[src/rtl/mix_sched.sv]
// mix_sched: round-robin arbiter sharing one bit-serial X/R mixing engine between NREQ requesters
module mix_sched #(
  parameter int NREQ = 4,
  parameter int W    = 32,
  parameter int TMO  = 1023
) (
  input  logic            clk,
  input  logic            reset_n,
  input  logic [NREQ-1:0]   req,
  input  logic [NREQ*W-1:0] req_x,
  input  logic [NREQ*W-1:0] req_r,
  output logic [NREQ-1:0]   gnt,
  output logic [NREQ-1:0]   done,
  output logic              err,
  output logic [W-1:0]      result,
  output logic              busy,
  output logic [W-1:0]      eng_x,
  output logic [W-1:0]      eng_r,
  output logic              eng_start,
  input  logic [W-1:0]      eng_y,
  input  logic              eng_dirty
);
  localparam int PW = $clog2(NREQ);
  typedef enum logic [2:0] {IDLE, START, WAIT_HI, WAIT_LO, CAPTURE} state_t;
  state_t          r_state, w_nxt;
  logic [PW-1:0]   r_ptr, r_owner, w_pick, w_idx;
  logic [PW:0]     w_sum;
  logic            w_found, w_tmo, w_grant, w_finish, w_abort;
  logic [15:0]     r_wdog;
  logic [NREQ-1:0] r_gnt, r_done;
  logic            r_err, r_busy, r_eng_start;
  logic [W-1:0]    r_result, r_eng_x, r_eng_r;
  assign gnt       = r_gnt;
  assign done      = r_done;
  assign err       = r_err;
  assign result    = r_result;
  assign busy      = r_busy;
  assign eng_x     = r_eng_x;
  assign eng_r     = r_eng_r;
  assign eng_start = r_eng_start;
  assign w_tmo     = (r_wdog == 16'(TMO - 1));
  // first requesting index at or after the round-robin pointer, wrapping at NREQ
  always_comb begin
    w_found = 1'b0;
    w_pick  = '0;
    w_sum   = '0;
    w_idx   = '0;
    for (int i = 0; i < NREQ; i++) begin
      w_sum = {1'b0, r_ptr} + (PW+1)'(i);
      w_idx = (w_sum >= (PW+1)'(NREQ)) ? PW'(w_sum - (PW+1)'(NREQ)) : PW'(w_sum);
      if (!w_found && req[w_idx]) begin
        w_found = 1'b1;
        w_pick  = w_idx;
      end
    end
  end
  // next state; a dirty seen while start is still asserted is stale and ignored
  always_comb begin
    w_nxt    = r_state;
    w_grant  = 1'b0;
    w_finish = 1'b0;
    w_abort  = 1'b0;
    case (r_state)
      IDLE: if (w_found) begin
        w_grant = 1'b1;
        w_nxt   = START;
      end
      START: w_nxt = WAIT_HI;
      WAIT_HI: if (w_tmo) begin
        w_abort = 1'b1;
        w_nxt   = CAPTURE;
      end else if (eng_dirty && !r_eng_start) begin
        w_nxt = WAIT_LO;
      end
      WAIT_LO: if (w_tmo) begin
        w_abort = 1'b1;
        w_nxt   = CAPTURE;
      end else if (!eng_dirty) begin
        w_finish = 1'b1;
        w_nxt    = CAPTURE;
      end
      CAPTURE: w_nxt = IDLE;
      default: w_nxt = IDLE;
    endcase
  end
  // state register
  always_ff @(posedge clk or negedge reset_n) begin
    if (!reset_n) r_state <= IDLE;
    else          r_state <= w_nxt;
  end
  // watchdog counts engine-run cycles, cleared on every start
  always_ff @(posedge clk or negedge reset_n) begin
    if (!reset_n)                                    r_wdog <= '0;
    else if (r_state == START)                       r_wdog <= '0;
    else if (r_state == WAIT_HI || r_state == WAIT_LO) r_wdog <= r_wdog + 16'd1;
  end
  // grant capture, engine drive and completion outputs, all registered
  always_ff @(posedge clk or negedge reset_n) begin
    if (!reset_n) begin
      r_gnt       <= '0;
      r_done      <= '0;
      r_err       <= 1'b0;
      r_result    <= '0;
      r_busy      <= 1'b0;
      r_eng_x     <= '0;
      r_eng_r     <= '0;
      r_eng_start <= 1'b0;
      r_ptr       <= '0;
      r_owner     <= '0;
    end else begin
      r_gnt       <= '0;
      r_done      <= '0;
      r_err       <= 1'b0;
      r_eng_start <= (r_state == START);
      if (w_grant) begin
        r_gnt[w_pick] <= 1'b1;
        r_eng_x       <= req_x[w_pick*W +: W];
        r_eng_r       <= req_r[w_pick*W +: W];
        r_owner       <= w_pick;
        r_ptr         <= (w_pick == PW'(NREQ - 1)) ? '0 : w_pick + 1'b1;
        r_busy        <= 1'b1;
      end
      if (w_finish || w_abort) begin
        r_done[r_owner] <= 1'b1;
        r_err           <= w_abort;
        r_result        <= w_abort ? '0 : eng_y;
      end
      if (r_state == CAPTURE) r_busy <= 1'b0;
    end
  end
endmodule

[config.mk]
export PLATFORM = sky130hd
export DESIGN_NAME = mix_sched
export DESIGN_NICKNAME = d
export VERILOG_FILES = /design/src/rtl/mix_sched.sv
export SDC_FILE = /design/constraint.sdc
export NUM_CORES = 1
export LEC_CHECK = 0
export CAP_MARGIN = 20
export CORE_AREA = 4 4 154 156
export DETAILED_ROUTE_END_ITERATION = 6
export DIE_AREA = 0 0 158 160
export PLACE_DENSITY = 0.69
export SLEW_MARGIN = 15
export SYNTH_ARGS = -nofsm -noshare
export SYNTH_HDL_FRONTEND = slang
export SYNTH_SLANG_ARGS = --single-unit
export TNS_END_PERCENT = 5
[constraint.sdc]
create_clock -name clk -period 2.8 [get_ports clk]
set_clock_uncertainty 0.2 [all_clocks]
set_input_delay 0.56 -clock clk [delete_from_list [all_inputs] [get_ports clk]]
set_output_delay 0.56 -clock clk [all_outputs]
set_load 0.05 [all_outputs]
==> run summary, run 1 <==
I/O Buffers: 401
GP Congestion: 0.921
Detail Route Antenna Nets: 0
Pwr dens: 1140 mW/mm2
Detailed Routing Iterations Pass 1: 7
# setup viols final: 0
Max Clk Rate: 0.385 GHz
Post-Synth Adder-Cell Area: 0.566%
Total congestion overflow: 0
Max VDD drop: 0.547 mV
Setup crit end kind: flip-flop
Arrival time worst endpoint: 2.73 ns
Synth Area in Compound Gates: 22.5%
Synth cell types: 44
RSZ-0062 raised after global routing: false
Setup WS post-layout: 0.204 ns
CP cell instances: clkdlybuf4s50_1 -> nor4_1 -> or4_2 -> a21oi_4 -> buf_12 -> buf_12 -> a32oi_1 -> o211ai_1
Setup crit start kind: input pin
Most frequent cell on the critical path: buf_12
Finished Layout Cells: 1,307
Clock root cell: clkbuf_16
Top Family by Delay on Critical Path: buffers and inverters
Critical Path Fanout Max: 18
Area Growth Syn to Fin: 77.1%
Max_cap viols: 0
Post-Syn Instances: 604
Synth Area in Simple Gates: 11.0%
Hold Vio Cnt, Final: 0
Pleak: 4.64 nW
Mapped cell area: 0.00664 mm2
Hold Path Class: flip-flop to flip-flop
Placed Instances: 1,274
# hold bufs at CTS: 1
Final period util: 92.7%
CP max stage delay: 0.62 ns
Least-Margin Pin Slew: 0.629 ns
Req. time, crit path: 2.93 ns
Number of global-route vias before repair: 6,925
Die X: 158 um
Vias: 6,862
Syn_area_per_cell: 11.0 um2
Worst-path clk slew: 0.07 ns
Post-synth top area share: 49.0%
Seq cells post-synth: 130
Final net count: 1,307
Area occupied by registers: 0.00325 mm2
Die H: 160 um
Largest net degree at the start of global routing: 55
CTS Buf Count: 17
Core Area: 0.0224 mm2
Maximum root-to-sink buffer count: 2
Top cells by area, synth: dfrtp_1 49%, mux2i_1 9.8%, a32oi_1 8.4%
Starting DRT DRC Count: 321
Clock Latency Late Sink: 0.42 ns
Total power: 0.0134 W
Largest area contributor in the netlist: dfrtp_1
Post-CTS resize count: 0
Most used DFF post-synth: dfrtp_1
CP bufs+invs: 3
Crit Path Category: input pin to flip-flop
Setup WS pre-CTS: -0.187 ns
Post-Syn Nets: 902
Antenna cells: 0
Ports: 402
Initial Util: 29.7%
Outcome: complete, but fails checks
Total GRT Usage: 20.7%
Drt total wl: 27,300 um
Relative slew margins: 57.9%
Setup TNS: 0 ns
Multi-input gate area: 0.00303 mm2
Critical Path Slowest Stage Cell: or4_2
Post-CTS Setup Bufs: 0
Post-synthesis mux area share: 9.97%
Hpwl dp: 20,900 um
Initial antenna violation count: 0
Number of synthesized flops with an enable pin: 0
Drt via density: 5.25
First-pass GRT wire length: 40,700 um
Failing checks: design-rule violations
TritonCTS clock tree: done
Combinational family with the most area after synthesis: compound AO/OA/AOI/OAI gates
Final min period: 2.60 ns
Async set-reset flop share out of synthesis: 100%
Xor-xnor portion of the synthesized cell area: 1.19%
Seq/Total Area, Yosys: 49.0%
DR WL/cell: 20.9 um
Pins Over Slew Limit: 0
Rows: 55
Drt drc: 2
Layout cells sized above 1: 9.00%
Yosys warns: 0
H-Tree Depth: 4
Fill count: 1,994
Die ar.: 0.0253 mm2
Clk sinks: 130
Yosys cell counts (6+ instances only):
| master | n |
|---|---|
| o211ai_1 | 64 |
| nor2_1 | 22 |
| a22o_1 | 33 |
| buf_2 | 16 |
| a32oi_1 | 64 |
| buf_6 | 12 |
| nand3_1 | 69 |
| dfrtp_1 | 130 |
| xnor2_1 | 8 |
| inv_1 | 6 |
| nand2_1 | 13 |
| clkbuf_1 | 26 |
| mux2i_1 | 65 |
| a21oi_1 | 8 |
| nor3_1 | 11 |
| o21ai_0 | 7 |
layer usage:
layer  share of wire (%)  up-vias  global-route usage, %
met4                 2.1        0                   6.17
met2                  50      326                   34.9
met3                 7.9       39                   5.31
met1                  40     3303                   26.2
met5                   0        -                      0
li1                    -     3194                      -
where the power goes:
| part | internal, W | leakage, nW | switching [W] |
|---|---|---|---|
| logic | 0.00315 | 2.72 | 0.00496 |
| clock network | 0.00118 | 0.278 | 0.000968 |
| registers | 0.00267 | 1.65 | 0.000524 |
| total | 0.00700 | 4.64 | 0.00645 |
worst reg2reg max path: cells and delay by family, from the launching register on:
kind | cells | cell delay, ns
buf+inv | 2 | 0.35
compound gates | 3 | 0.48
simple gates | 1 | 0.74
flops | 1 | 0.47
placed cells by master (no fill, tap or decap), types with 2 or more instances in the layout:
cell / instances
xnor2_1: 8
buf_12: 14
clkbuf_16: 17
a32oi_1: 64
clkinv_4: 3
mux2i_1: 65
clkdlybuf4s50_1: 400
inv_2: 2
nand3_1: 69
nor3_1: 10
inv_1: 6
a22o_1: 33
buf_4: 29
a21oi_1: 8
and2_1: 3
nor2_4: 2
dfrtp_1: 130
inv_6: 6
o21ai_0: 7
nor2_1: 20
or2_2: 2
inv_8: 3
ha_1: 3
o211ai_1: 64
nor4_1: 3
nor3b_1: 2
nand4_1: 3
or3_1: 4
nand2_1: 12
nand2b_1: 5
flip-flops by register name, indices dropped and copies added, names as in the netlist:
signal / cells
busy: 1
done: 4
eng_r: 32
eng_start: 1
eng_x: 32
err: 1
gnt: 4
r_owner: 2
r_ptr: 2
r_state: 3
r_wdog: 16
result: 32
path summary, 6_finish.rpt:
path / from / endpoint / slack, ns / cells after the start
hold reg to reg: result[28] / result[28] / 0.30 / 1
setup / recovery: req[0] / eng_r[27] / 0.20 / 8
hold / removal: result[28] / result[28] / 0.30 / 1
min in group asynchronous: reset_n / eng_x[25] / 0.46 / 2
setup reg to reg: r_state[1] / eng_r[27] / 0.47 / 6
max in group asynchronous: reset_n / eng_r[19] / 1.26 / 3
layout make-up:
type | instances | area share (%)
clock buffer | 17 | 3.62
clock inverter | 15 | 1.20
inverter | 8 | 0.255
multi-input combinational | 407 | 25.8
sequential | 130 | 27.7
tap | 285 | 3.03
timing repair buffer | 445 | 38.5
per-stage QoR:
stage / util [%] / hold WS, ns / instance area (um2)
finish: 52.6 / 0.303 / 11800
global route: 52.6 / 0.323 / 11800
CTS: 52.6 / 0.309 / 11800
detailed placement: 50.0 / 0.290 / 11200
global placement: 50.0 / 0.289 / 11200
floorplan: - / 0.0644 / 6640
cells by family (layout without fill, tap and decap cells):
logic type	count (synthesis)	count (layout)
flops	130	130
xor+xnor	9	9
mux	66	66
fa+ha+maj	3	3
compound gates	185	185
buf+inv	67	485
simple gates	144	144
No activity file was read; power rests on OpenSTA's default activity.
==> run 2, diff against run 1 <==
Settings changed: GPL_TIMING_DRIVEN from default to 0, TNS_END_PERCENT 5 to default.
==> run 2 against run 1 <==
Compared with the run above: the flow now finishes without violations; fmax decreased by 2.8%; sequential power shrank 1%; combinational power fell by 1%; critical endpoint is now eng_x[23]; critical path type unchanged.
==> run summary, run 2 (synthesis results as in run 1) <==
Outcome: completed
I/O Buffers: 401
Critical Path Slowest Stage Cell: clkdlybuf4s50_1
Area Growth Syn to Fin: 75.2%
R2R Path Start: r_wdog[0]
Hold path depth: 1
Rows: 55
Hold Vio Cnt, Final: 0
Req. time, crit path: 2.93 ns
Final period util: 95.3%
Hold Path Origin: r_owner[1]
Starting DRT DRC Count: 379
Most frequent cells in the layout: 400 x clkdlybuf4s50_1, 130 x dfrtp_1, 69 x nand3_1
CP cell instances: clkdlybuf4s50_1 -> mux2i_1 -> o2bb2ai_1 -> nor2_1 -> buf_2 -> clkbuf_1 -> a32oi_1 -> o211ai_1
Crit Path Category: input pin to flip-flop
Initial antenna violation count: 1
Relative slew margins: 44.9%
Placed Instances: 1,291
Ports: 402
Vias: 6,935
Drt drc: 0
Detailed Routing Iterations Pass 1: 5
Post-CTS Setup Bufs: 0
Drt total wl: 28,700 um
Drt via density: 5.24
Fill count: 2,068
Initial Util: 29.7%
Switching power: 0.00657 W
Setup crit end kind: flip-flop
DR WL/cell: 21.7 um
Die X: 158 um
Total congestion overflow: 0
Setup crit start kind: input pin
Maximum root-to-sink buffer count: 2
Comb power frac: 60.0%
Pwr dens: 1150 mW/mm2
Arrival time worst endpoint: 2.80 ns
Critical Path Fanout Max: 10
GP Congestion: 0.937
Pins Over Slew Limit: 0
Setup WS post-layout: 0.130 ns
Final instance area: 0.0116 mm2
# setup viols final: 0
Final min period: 2.67 ns
Largest net degree at the start of global routing: 94
Die H: 160 um
Clock Power Share: 16.3%
Cell Area, Placed: 0.0110 mm2
CTS Buf Count: 17
P_int: 0.00680 W
Core Area: 0.0224 mm2
Clock Latency Late Sink: 0.42 ns
CP max stage delay: 0.59 ns
Antenna cells: 0
Layout cells sized above 1: 7.71%
Most common cell after layout, fill and taps aside: clkdlybuf4s50_1
Number of global-route vias before repair: 6,930
First-pass GRT wire length: 42,000 um
Final net count: 1,323
Least-Margin Pin Slew: 0.825 ns
Clock root cell: clkbuf_16
Worst Hold End: done[1]
RR Endpoint: result[24]
Max_cap viols: 0
Pleak: 4.58 nW
Hpwl dp: 22,300 um
Total power: 0.0134 W
H-Tree Depth: 4
Setup WS pre-CTS: -0.351 ns
Seq pwr share: 23.7%
Worst-case reg-to-reg path depth: 8
Max Clk Rate: 0.375 GHz
Die ar.: 0.0253 mm2
RSZ-0062 raised after global routing: false
Max VDD drop: 0.495 mV
Setup TNS: 0 ns
Worst-path clk slew: 0.07 ns
Net Sw Frac: 49.1%
Clk sinks: 130
Detail Route Antenna Nets: 0
Hold Path Class: flip-flop to flip-flop
Reg2Reg Setup Slack: 0.37 ns
Finished Layout Cells: 1,323
TritonCTS clock tree: done
Total GRT Usage: 21.7%
run 2: changes by cell type in the layout (fill, tap and decap cells not counted), moves of 2 or more:
cell      change
buf_12       -14
buf_2        +16
buf_4        -24
buf_6        +11
clkbuf_1     +23
clkbuf_2      +3
nor2_1        +2
nor2_4        -2
run 2: timing repair:
item                                    4_1_cts  5_1_grt
endpoints found under the setup margin        0       51
endpoints found under the hold margin        37        0
hold buffers                                  1        0
gates resized for setup                       0        7
run 2: routing by layer:
layer | part of all wire [%] | wire length, um | global-route usage, % | up-vias
met1 | 41 | 11700 | 27.8 | 3376
met3 | 7.6 | 2190 | 6.26 | 40
li1 | - | - | - | 3229
met5 | 0.024 | 7 | 0 | -
met2 | 50 | 14300 | 36.1 | 288
met4 | 2.0 | 582 | 5.54 | 2
run 2: area by class of cell:
| type | count | area (um2) | area share (%) |
|---|---|---|---|
| buffer | 58 | 350 | 3.01 |
| inverter | 8 | 30.0 | 0.258 |
| sequential | 130 | 3250 | 28.0 |
| tap | 285 | 357 | 3.07 |
| clock inverter | 14 | 140 | 1.21 |
| multi-input combinational | 407 | 3010 | 25.9 |
| timing repair buffer | 403 | 4060 | 34.9 |
| clock buffer | 18 | 429 | 3.69 |
run 2: worst max-delay path: cells and delay by family:
family / cells / cell delay (ns)
AND/OR/NAND/NOR: 1 / 0.25
AO/OA/AOI/OAI: 3 / 0.50
multiplexers: 1 / 0.11
buffers and inverters: 3 / 1.36
run 2: through the flow:
| stage | utilization, % | hold slack (ns) |
|---|---|---|
| floorplan | - | 0.0644 |
| detailed placement | 49.4 | 0.256 |
| global placement | 49.2 | 0.289 |
| global route | 52.0 | 0.321 |
| CTS | 52.0 | 0.308 |
| finish | 52.0 | 0.305 |
run 2: worst max path at each step:
stage                        from         end  cells past startpoint
after CTS                  req[3]   eng_x[25]                      8
after global routing       req[3]   eng_x[27]                      8
after detailed placement   req[3]   eng_x[25]                      8
after floorplan            req[0]   eng_r[30]                      8
final                      req[3]   eng_x[23]                      8
after global placement    reset_n  result[17]                      1
run 2: power by group through the flow:
stage	Sequential (W)	Combinational [W]	Clock [W]
after floorplan	0.00551	0.00273	0
after global placement	0.00316	0.00801	0
after detailed placement	0.00317	0.00806	0
after CTS	0.00316	0.00808	0.00222
after global routing	0.00326	0.00848	0.00232
final	0.00316	0.00803	0.00218
